===== config.mk =====
export PLATFORM = sky130hd
export DESIGN_NAME = ysyx_23060184_idu_ctrl_flat
export DESIGN_NICKNAME = d
export VERILOG_FILES = /design/src/rtl/ysyx_23060184_idu_ctrl_pkg.sv /design/src/rtl/ysyx_23060184_idu_ctrl_if.sv /design/src/rtl/ysyx_23060184_idu_opdec.sv /design/src/rtl/ysyx_23060184_idu_ctrl.sv /design/src/flat_wrapper.sv
export SDC_FILE = /design/constraint.sdc
export NUM_CORES = 1
export LEC_CHECK = 0
export CAP_MARGIN = 20
export CORE_MARGIN = 3
export CORE_UTILIZATION = 35
export CTS_CLUSTER_DIAMETER = 60
export DETAILED_ROUTE_END_ITERATION = 6
export PLACE_DENSITY = 0.85
export SLEW_MARGIN = 10
export SYNTH_ARGS = -nofsm -noshare
export SYNTH_HDL_FRONTEND = slang
export SYNTH_SLANG_ARGS = --single-unit

===== constraint.sdc =====
create_clock -name clk -period 1.2 [get_ports clk]
set_input_delay 0.24 -clock clk [delete_from_list [all_inputs] [get_ports clk]]
set_output_delay 0.24 -clock clk [all_outputs]
set_load 0.01 [all_outputs]

===== src/rtl/ysyx_23060184_idu_ctrl_pkg.sv =====
// Shared constants for the decode-stage controller: widths, ExtOp codes,
// opcodes and the special instruction encodings.
package ysyx_23060184_idu_ctrl_pkg;

    localparam int unsigned DATA_WIDTH    = 32;
    localparam int unsigned EXT_OP_LENGTH = 3;
    localparam int unsigned OPCODE_WIDTH  = 7;

    typedef enum logic [EXT_OP_LENGTH-1:0] {
        EXT_OP_I    = 3'd0,
        EXT_OP_U    = 3'd1,
        EXT_OP_S    = 3'd2,
        EXT_OP_B    = 3'd3,
        EXT_OP_J    = 3'd4,
        EXT_OP_NONE = 3'd7
    } ext_op_e;

    typedef enum logic {
        ST_RUN  = 1'b0,
        ST_HALT = 1'b1
    } idu_state_e;

    localparam logic [OPCODE_WIDTH-1:0] OPC_LUI    = 7'b0110111;
    localparam logic [OPCODE_WIDTH-1:0] OPC_AUIPC  = 7'b0010111;
    localparam logic [OPCODE_WIDTH-1:0] OPC_JAL    = 7'b1101111;
    localparam logic [OPCODE_WIDTH-1:0] OPC_JALR   = 7'b1100111;
    localparam logic [OPCODE_WIDTH-1:0] OPC_LOAD   = 7'b0000011;
    localparam logic [OPCODE_WIDTH-1:0] OPC_OPIMM  = 7'b0010011;
    localparam logic [OPCODE_WIDTH-1:0] OPC_SYSTEM = 7'b1110011;
    localparam logic [OPCODE_WIDTH-1:0] OPC_BRANCH = 7'b1100011;
    localparam logic [OPCODE_WIDTH-1:0] OPC_STORE  = 7'b0100011;
    localparam logic [OPCODE_WIDTH-1:0] OPC_OP     = 7'b0110011;

    localparam logic [DATA_WIDTH-1:0] INST_EBREAK = 32'h0010_0073;
    localparam logic [DATA_WIDTH-1:0] INST_NOP    = 32'h0000_0013;

endpackage


===== src/rtl/ysyx_23060184_idu_ctrl_if.sv =====
// IFU -> IDU -> EXU handshake bundle; master is the surrounding pipeline,
// slave is the decode-stage controller.
interface ysyx_23060184_idu_ctrl_if;
    import ysyx_23060184_idu_ctrl_pkg::*;

    logic                     ifu_valid;
    logic                     ifu_ready;
    logic [DATA_WIDTH-1:0]    ifu_inst;
    logic [DATA_WIDTH-1:0]    ifu_pc;
    logic                     idu_valid;
    logic                     exu_ready;
    logic [DATA_WIDTH-1:0]    idu_inst;
    logic [DATA_WIDTH-1:0]    idu_pc;
    logic [EXT_OP_LENGTH-1:0] ext_op;
    logic                     illegal;
    logic                     flush;
    logic                     halted;

    modport master (
        output ifu_valid, ifu_inst, ifu_pc, exu_ready, flush,
        input  ifu_ready, idu_valid, idu_inst, idu_pc, ext_op, illegal, halted
    );

    modport slave (
        input  ifu_valid, ifu_inst, ifu_pc, exu_ready, flush,
        output ifu_ready, idu_valid, idu_inst, idu_pc, ext_op, illegal, halted
    );

endinterface


===== src/rtl/ysyx_23060184_idu_opdec.sv =====
// Combinational opcode -> {ExtOp, illegal} table, shared with EXU control.
module ysyx_23060184_idu_opdec
    import ysyx_23060184_idu_ctrl_pkg::*;
(
    input  logic [OPCODE_WIDTH-1:0]  i_opcode,
    output logic [EXT_OP_LENGTH-1:0] o_ext_op,
    output logic                     o_illegal
);

    always_comb begin
        o_ext_op  = EXT_OP_NONE;
        o_illegal = 1'b0;
        case (i_opcode)
            OPC_LUI, OPC_AUIPC:                        o_ext_op = EXT_OP_U;
            OPC_JAL:                                   o_ext_op = EXT_OP_J;
            OPC_JALR, OPC_LOAD, OPC_OPIMM, OPC_SYSTEM: o_ext_op = EXT_OP_I;
            OPC_BRANCH:                                o_ext_op = EXT_OP_B;
            OPC_STORE:                                 o_ext_op = EXT_OP_S;
            OPC_OP:                                    o_ext_op = EXT_OP_NONE;
            default:                                   o_illegal = 1'b1;
        endcase
    end

endmodule


===== src/rtl/ysyx_23060184_idu_ctrl.sv =====
// Decode-stage controller: single-entry stage register between IFU and EXU
// with flush, sticky ebreak halt, and opcode decode for the immediate extender.
module ysyx_23060184_idu_ctrl
    import ysyx_23060184_idu_ctrl_pkg::*;
(
    input  logic                          clk,
    input  logic                          rst,
    ysyx_23060184_idu_ctrl_if.slave       bus
);

    idu_state_e            r_state;
    idu_state_e            w_state_nxt;
    logic                  r_valid;
    logic                  w_valid_nxt;
    logic [DATA_WIDTH-1:0] r_inst;
    logic [DATA_WIDTH-1:0] w_inst_nxt;
    logic [DATA_WIDTH-1:0] r_pc;
    logic [DATA_WIDTH-1:0] w_pc_nxt;

    logic w_ready;
    logic w_fire_in;
    logic w_fire_out;

    assign w_ready    = (r_state == ST_RUN) && (!r_valid || bus.exu_ready) && !bus.flush;
    assign w_fire_in  = bus.ifu_valid && w_ready;
    assign w_fire_out = r_valid && bus.exu_ready;

    always_ff @(posedge clk) begin
        if (rst) begin
            r_state <= ST_RUN;
            r_valid <= 1'b0;
            r_inst  <= INST_NOP;
            r_pc    <= '0;
        end else begin
            r_state <= w_state_nxt;
            r_valid <= w_valid_nxt;
            r_inst  <= w_inst_nxt;
            r_pc    <= w_pc_nxt;
        end
    end

    // Flush wins over an incoming fire; the halt is taken when ebreak leaves for EXU.
    always_comb begin
        w_state_nxt = r_state;
        w_valid_nxt = r_valid;
        w_inst_nxt  = r_inst;
        w_pc_nxt    = r_pc;

        if (bus.flush) begin
            w_valid_nxt = 1'b0;
        end else if (w_fire_in) begin
            w_valid_nxt = 1'b1;
            w_inst_nxt  = bus.ifu_inst;
            w_pc_nxt    = bus.ifu_pc;
        end else if (w_fire_out) begin
            w_valid_nxt = 1'b0;
        end

        case (r_state)
            ST_RUN:  if (w_fire_out && (r_inst == INST_EBREAK)) w_state_nxt = ST_HALT;
            ST_HALT: w_state_nxt = ST_HALT;
            default: w_state_nxt = ST_RUN;
        endcase
    end

    ysyx_23060184_idu_opdec u_opdec (
        .i_opcode  (r_inst[OPCODE_WIDTH-1:0]),
        .o_ext_op  (bus.ext_op),
        .o_illegal (bus.illegal)
    );

    assign bus.ifu_ready = w_ready;
    assign bus.idu_valid = r_valid;
    assign bus.idu_inst  = r_inst;
    assign bus.idu_pc    = r_pc;
    assign bus.halted    = (r_state == ST_HALT);

endmodule


===== src/flat_wrapper.sv =====
// flat-port wrapper written by rule: the top's interface ports become plain ports
module ysyx_23060184_idu_ctrl_flat import ysyx_23060184_idu_ctrl_pkg::*;
  (clk, rst, bus_ifu_valid, bus_ifu_inst, bus_ifu_pc, bus_exu_ready, bus_flush, bus_ifu_ready, bus_idu_valid, bus_idu_inst, bus_idu_pc, bus_ext_op, bus_illegal, bus_halted);
  ysyx_23060184_idu_ctrl_if bus_i ();
  input  logic clk;
  input  logic rst;
  input wire logic [$bits(bus_i.ifu_valid)-1:0] bus_ifu_valid;
  input wire logic [$bits(bus_i.ifu_inst)-1:0] bus_ifu_inst;
  input wire logic [$bits(bus_i.ifu_pc)-1:0] bus_ifu_pc;
  input wire logic [$bits(bus_i.exu_ready)-1:0] bus_exu_ready;
  input wire logic [$bits(bus_i.flush)-1:0] bus_flush;
  output wire logic [$bits(bus_i.ifu_ready)-1:0] bus_ifu_ready;
  output wire logic [$bits(bus_i.idu_valid)-1:0] bus_idu_valid;
  output wire logic [$bits(bus_i.idu_inst)-1:0] bus_idu_inst;
  output wire logic [$bits(bus_i.idu_pc)-1:0] bus_idu_pc;
  output wire logic [$bits(bus_i.ext_op)-1:0] bus_ext_op;
  output wire logic [$bits(bus_i.illegal)-1:0] bus_illegal;
  output wire logic [$bits(bus_i.halted)-1:0] bus_halted;
  assign bus_i.ifu_valid = bus_ifu_valid;
  assign bus_i.ifu_inst = bus_ifu_inst;
  assign bus_i.ifu_pc = bus_ifu_pc;
  assign bus_i.exu_ready = bus_exu_ready;
  assign bus_i.flush = bus_flush;
  assign bus_ifu_ready = bus_i.ifu_ready;
  assign bus_idu_valid = bus_i.idu_valid;
  assign bus_idu_inst = bus_i.idu_inst;
  assign bus_idu_pc = bus_i.idu_pc;
  assign bus_ext_op = bus_i.ext_op;
  assign bus_illegal = bus_i.illegal;
  assign bus_halted = bus_i.halted;
  ysyx_23060184_idu_ctrl u_core (.clk(clk), .rst(rst), .bus(bus_i));
endmodule

==> results of run 1 <==
[cell usage after synthesis (all sizes together)]
| cell | instances |
|---|---|
| a2111oi | 1 |
| a211oi | 1 |
| a21boi | 1 |
| a21oi | 61 |
| a22o | 1 |
| a31oi | 1 |
| and2 | 1 |
| and3 | 1 |
| and4 | 1 |
| buf | 15 |
| clkbuf | 9 |
| dfxtp | 66 |
| inv | 2 |
| nand2 | 131 |
| nand2b | 3 |
| nand3 | 5 |
| nand3b | 3 |
| nand4 | 1 |
| nor2 | 2 |
| nor3 | 3 |
| nor3b | 1 |
| nor4 | 3 |
| nor4b | 2 |
| o21ai | 2 |
| o22ai | 1 |
| o2bb2ai | 1 |
| o32ai | 1 |
| or4 | 1 |
| or4b | 1 |
| xnor2 | 1 |
[cell type report]
type / instances / area (um^2) / area share (%)
multi-input cells: 231 / 2206 / 36.30
repair buffers: 205 / 2128 / 35.02
flip-flops and latches: 66 / 1409 / 23.18
clock buffers: 11 / 141.4 / 2.327
well taps: 96 / 120.1 / 1.977
clock inverters: 3 / 65.06 / 1.071
inverters: 2 / 7.507 / 0.1235
[state kept, by name, summed over array words and instances, names as in the netlist]
name and cells:
u_core.bus.idu_inst 32, u_core.bus.idu_pc 32, u_core.bus.halted 1, u_core.bus.idu_valid 1
[final timing paths]
check                                   endpoint  cells past startpoint                                start
max                                bus_ext_op[2]                      4  u_core.bus.idu_inst[6]$_SDFFE_PP0P_
max reg2reg  u_core.bus.idu_inst[0]$_SDFFE_PP1P_                      8         u_core.bus.halted$_SDFF_PP0_
min reg2reg    u_core.bus.idu_pc[6]$_SDFFE_PP0P_                      2    u_core.bus.idu_pc[6]$_SDFFE_PP0P_
min            u_core.bus.idu_valid$_SDFFE_PP0P_                      2                            bus_flush
[power by group through the flow]
stage                     sequential, mW  combinational (mW)  clock [mW]
after global routing                2.44                1.70        2.17
after global placement              2.41               0.960           0
final                               2.43                1.62        2.05
after floorplan                     2.46               0.323           0
after CTS                           2.38                1.37        2.04
after detailed placement            2.42               0.977           0
[per-stage QoR]
stage	power [mW]	util, %	instances
floorplan	2.782	-	323
finish	6.104	87.99	614
global placement	3.370	60.54	562
global route	6.302	87.99	614
CTS	5.791	79.35	616
detailed placement	3.396	60.54	562
[critical path, delay by kind of cell (launching register included)]
kind | cells | cell delay (ps)
buffers and inverters | 1 | 160
xor gates and xnor gates | 1 | 150
and+or+nand+nor | 1 | 110
DFF | 1 | 380
AOI/OAI and AO/OA | 1 | 350
[metal layers]
layer | up-vias | routed length, um | track usage, %
met5 | - | 0 | 0
met3 | 28 | 755 | 6.131
met4 | 0 | 320 | 7.915
met1 | 1596 | 4776 | 30.69
met2 | 135 | 7081 | 49.05
li1 | 1456 | - | -
[cells by family after synthesis]
| group | after synthesis |
|---|---|
| buf+inv | 26 |
| compound gates | 71 |
| xor+xnor | 1 |
| simple gates | 159 |
| flops | 66 |
[what timing repair did]
item / 4_1_cts / 5_1_grt
pin swaps: 78 / 111
gates cloned: 14 / 3
setup buffers: 26 / 9
resized for setup: 325 / 300
endpoints found under the setup margin: 137 / 118
==> metrics.txt, run 1 <==
drt drc 0; Place WS -553.2 ps; RSZ-0062 raised after global routing yes; Pleak 2.626 nW; P per Cell Area 1004 nW/um^2; worst-skew pair later-pin latency 330 ps; WL/cell 21.07 um; top area cells in the synthesized netlist dfxtp_1 52%, nand2_1 19%, a21oi_1 12%; Net Count, Synth 392; Synth Area in Compound Gates 14.94%; Core Region 6907 um^2; Syn Inst Count 323; failing checks negative setup slack; clock tree buffer depth 2; Worst R2R Setup Slack -230 ps; final net count 584; Final min period 1725 ps; Placer Congestion 0.8914; routed wire length 12.93 mm; Synth Register Bits 66; Synth cell types 34; fillers 328; type of origin of the critical path register; crit-path max cell delay 380 ps; crit end category primary output; clock power share 33.6%; critical path required time 960 ps; CTS H-tree lvls 3; CTS clk-pin slew, worst paths 70 ps; DR vias/cell 5.236; Final Skew 6.555 ps; commonest non-fill, non-tap cell in the layout nand2_4; fin area 6077 um^2; Final Hold Vio Count 0; largest net degree at the start of global routing 33; measured slew at the worst slew-check pin 541.0 ps; Slew Limit Fails 0; Post-DRT Antenna Nets 0; cell chain of the critical path xnor2_4 > a2111oi_4 > nand2_1 > buf_2; mux share of post-synthesis cell area 0%; period utilization 143.8%; setup ws final -525.2 ps; Finish-stage setup viols 77; power share of the combinational group 26.6%; # clock sinks 66; final setup TNS -13470 ps; clock buffer count from CTS 9; Hold/Removal Path Class input port to register; Layout area overhead 140.3%; Synth Area in XOR/XNOR 0.3464%; Synth Area in Adders 0%; GRT overflow 0; CTS tree built; Rel. slew slack 63.93%; share of post-route cells with drive strength above 1 74.71%; worst hold slack 324.3 ps; Cell Rows 30; width of the die 91 um; Synth top area share 52.25%; worst-path fanout max 5; Starting Density 36.61%; slowest CP cell dfxtp_4; Seq pwr share 39.8%; drt first pass iters 6; IO buf count 139; P_int 4.372 mW; worst setup path class register to primary output; YS warnings 0; Sw Share 28.38%; f_max 0.5796 GHz; via count 3215; Clock Tree Root clkbuf_8; DIE HEIGHT 91 um; Iter 0 DRT Violations 154; max cap viols 0; cell taking the most area after synthesis dfxtp_1; Mean Syn Cell Area 7.829 um^2; initial antenna violation count 0; post-synthesis sequential area ratio 52.25%; worst vdd ir 1.053 mV; post-detailed-placement half-perimeter wirelength 5.886 mm; Inserted Diodes 0; largest family of logic cells by synthesized area simple AND/OR/NAND/NOR gates; first-pass GRT wire length 17.44 mm; commonest non-fill, non-tap cells in the layout 92 x nand2_4, 65 x clkdlybuf4s50_1, 61 x a21oi_2; Total GRT Usage 26.74%; Worst EP arrival 1490 ps; hold_buf cts 0; Post-Syn Area 2529 um^2; Post-Synth Simple-Gate Area 27.07%; die area 8281 um^2; status complete, but fails checks; Net Switching 1.732 mW; vias in the first global route 3285; io pins 140; DP Area 4182 um^2
No activity file was read; power rests on OpenSTA's default activity.
==> run 2: changes to the inputs <==
--- a/config.mk
+++ b/config.mk
@@ -10,6 +10,7 @@
 export CORE_UTILIZATION = 35
 export CTS_CLUSTER_DIAMETER = 60
 export DETAILED_ROUTE_END_ITERATION = 6
+export GPL_ROUTABILITY_DRIVEN = 0
 export PLACE_DENSITY = 0.85
 export SLEW_MARGIN = 10
 export SYNTH_ARGS = -nofsm -noshare
==> results of run 2 <==
Final layout, timing and power as in run 1 (identical DEF).
==> run 3: changes to the inputs <==
--- a/config.mk
+++ b/config.mk
@@ -6,12 +6,14 @@
 export NUM_CORES = 1
 export LEC_CHECK = 0
 export CAP_MARGIN = 20
+export CORE_ASPECT_RATIO = 1.5
 export CORE_MARGIN = 3
 export CORE_UTILIZATION = 35
 export CTS_CLUSTER_DIAMETER = 60
 export DETAILED_ROUTE_END_ITERATION = 6
 export GPL_ROUTABILITY_DRIVEN = 0
 export PLACE_DENSITY = 0.85
+export REMOVE_ABC_BUFFERS = 1
 export SLEW_MARGIN = 10
 export SYNTH_ARGS = -nofsm -noshare
 export SYNTH_HDL_FRONTEND = slang
==> metrics.txt, run 3 (synthesis results as in run 1) <==
worst setup path class register to primary output; Post-DRT Antenna Nets 0; Final min period 1771 ps; type of origin of the critical path register; slowest CP cell dfxtp_4; max cap viols 0; measured slew at the worst slew-check pin 532.9 ps; Starting Density 36.41%; width of the die 75.40 um; failing checks negative setup slack; clock buffer count from CTS 9; Total GRT Usage 26.56%; cell chain of the critical path buf_6 > nor3_2 > a31oi_1 > o2bb2ai_1 > nand3_1 > buf_2; WL/cell 21.38 um; commonest non-fill, non-tap cell in the layout nand2_4; CTS tree built; P per Cell Area 994.4 nW/um^2; Core Region 6944 um^2; Clock Tree Root clkbuf_8; Layout Utilization 85.24%; share of post-route cells with drive strength above 1 75.53%; via count 3203; dpl cells 549; Final Hold Vio Count 0; worst-skew pair later-pin latency 350 ps; commonest non-fill, non-tap cells in the layout 95 x nand2_4, 65 x clkdlybuf4s50_1, 58 x a21oi_2; worst vdd ir 0.9004 mV; Pleak 2.613 nW; fillers 357; Finish-stage setup viols 75; drt first pass iters 6; io pins 140; crit-path max cell delay 380 ps; critical path required time 960 ps; worst hold slack 382.9 ps; IO buf count 139; Iter 0 DRT Violations 142; Layout area overhead 134.1%; Hold/Removal Path Class input port to register; Final Skew 21.58 ps; DP Area 4188 um^2; DIE HEIGHT 110.1 um; Place WS -648.4 ps; CTS clk-pin slew, worst paths 90 ps; Rel. slew slack 64.47%; largest net degree at the start of global routing 32; Cell Rows 37; drt drc 0; clock tree buffer depth 2; Worst EP arrival 1530 ps; CP top delay family flip-flops; GRT overflow 0; die area 8302 um^2; status complete, but fails checks; f_max 0.5647 GHz; first-pass GRT wire length 16.25 mm; post-detailed-placement half-perimeter wirelength 5.739 mm; Inserted Diodes 0; RSZ-0062 raised after global routing yes; final setup TNS -13810 ps; Buffers & Inverters on Critical Path 2; fin area 5919 um^2; Slew Limit Fails 0; # clock sinks 66; period utilization 147.6%; setup ws final -570.8 ps; DR vias/cell 5.401; vias in the first global route 3240; final net count 579; crit end category primary output; initial antenna violation count 0; routed wire length 12.68 mm; Non-Filler Instances 593; total power 5.886 mW; CTS H-tree lvls 3; worst-path fanout max 6; hold_buf cts 0
run 3: what timing repair did:
item	4_1_cts	5_1_grt
resized for setup	399	251
pin swaps	103	95
setup buffers	15	8
setup endpoints to repair	137	125
gates cloned	15	0
run 3: worst paths after layout:
kind	startpoint	end	slack [ps]	depth (start not counted)
hold / removal	bus_flush	u_core.bus.idu_valid$_SDFFE_PP0P_	380	3
setup reg to reg	u_core.bus.halted$_SDFF_PP0_	u_core.bus.idu_inst[5]$_SDFFE_PP0P_	-250	7
hold reg to reg	u_core.bus.idu_pc[15]$_SDFFE_PP0P_	u_core.bus.idu_pc[15]$_SDFFE_PP0P_	460	2
setup / recovery	u_core.bus.idu_inst[6]$_SDFFE_PP0P_	bus_ext_op[0]	-570	6
run 3: routing by layer:
metal	up-vias	track usage, %	part of all wire (%)
met5	-	0	0
met4	0	12.75	3.8
met3	41	5.354	4.8
met2	139	47.84	56
met1	1571	28.72	36
li1	1452	-	-
run 3: worst min-delay path, stage by stage:
cell and delay, ps:
dlygate4sd2_1 280, buf_4 140, a211oi_2 30
run 3: report_power, final:
part / switching, mW / internal [mW]
Clock: 0.926 / 0.964
Combinational: 0.743 / 0.838
Sequential: 0.127 / 2.29
run 3: final cells by class:
cell class | count | area, um^2 | area share [%]
timing repair buffer | 200 | 2034 | 34.37
inverter | 2 | 7.507 | 0.1268
clock inverter | 6 | 67.56 | 1.141
tap | 78 | 97.59 | 1.649
multi-input combinational | 231 | 2181 | 36.84
clock buffer | 10 | 127.6 | 2.156
sequential | 66 | 1404 | 23.72
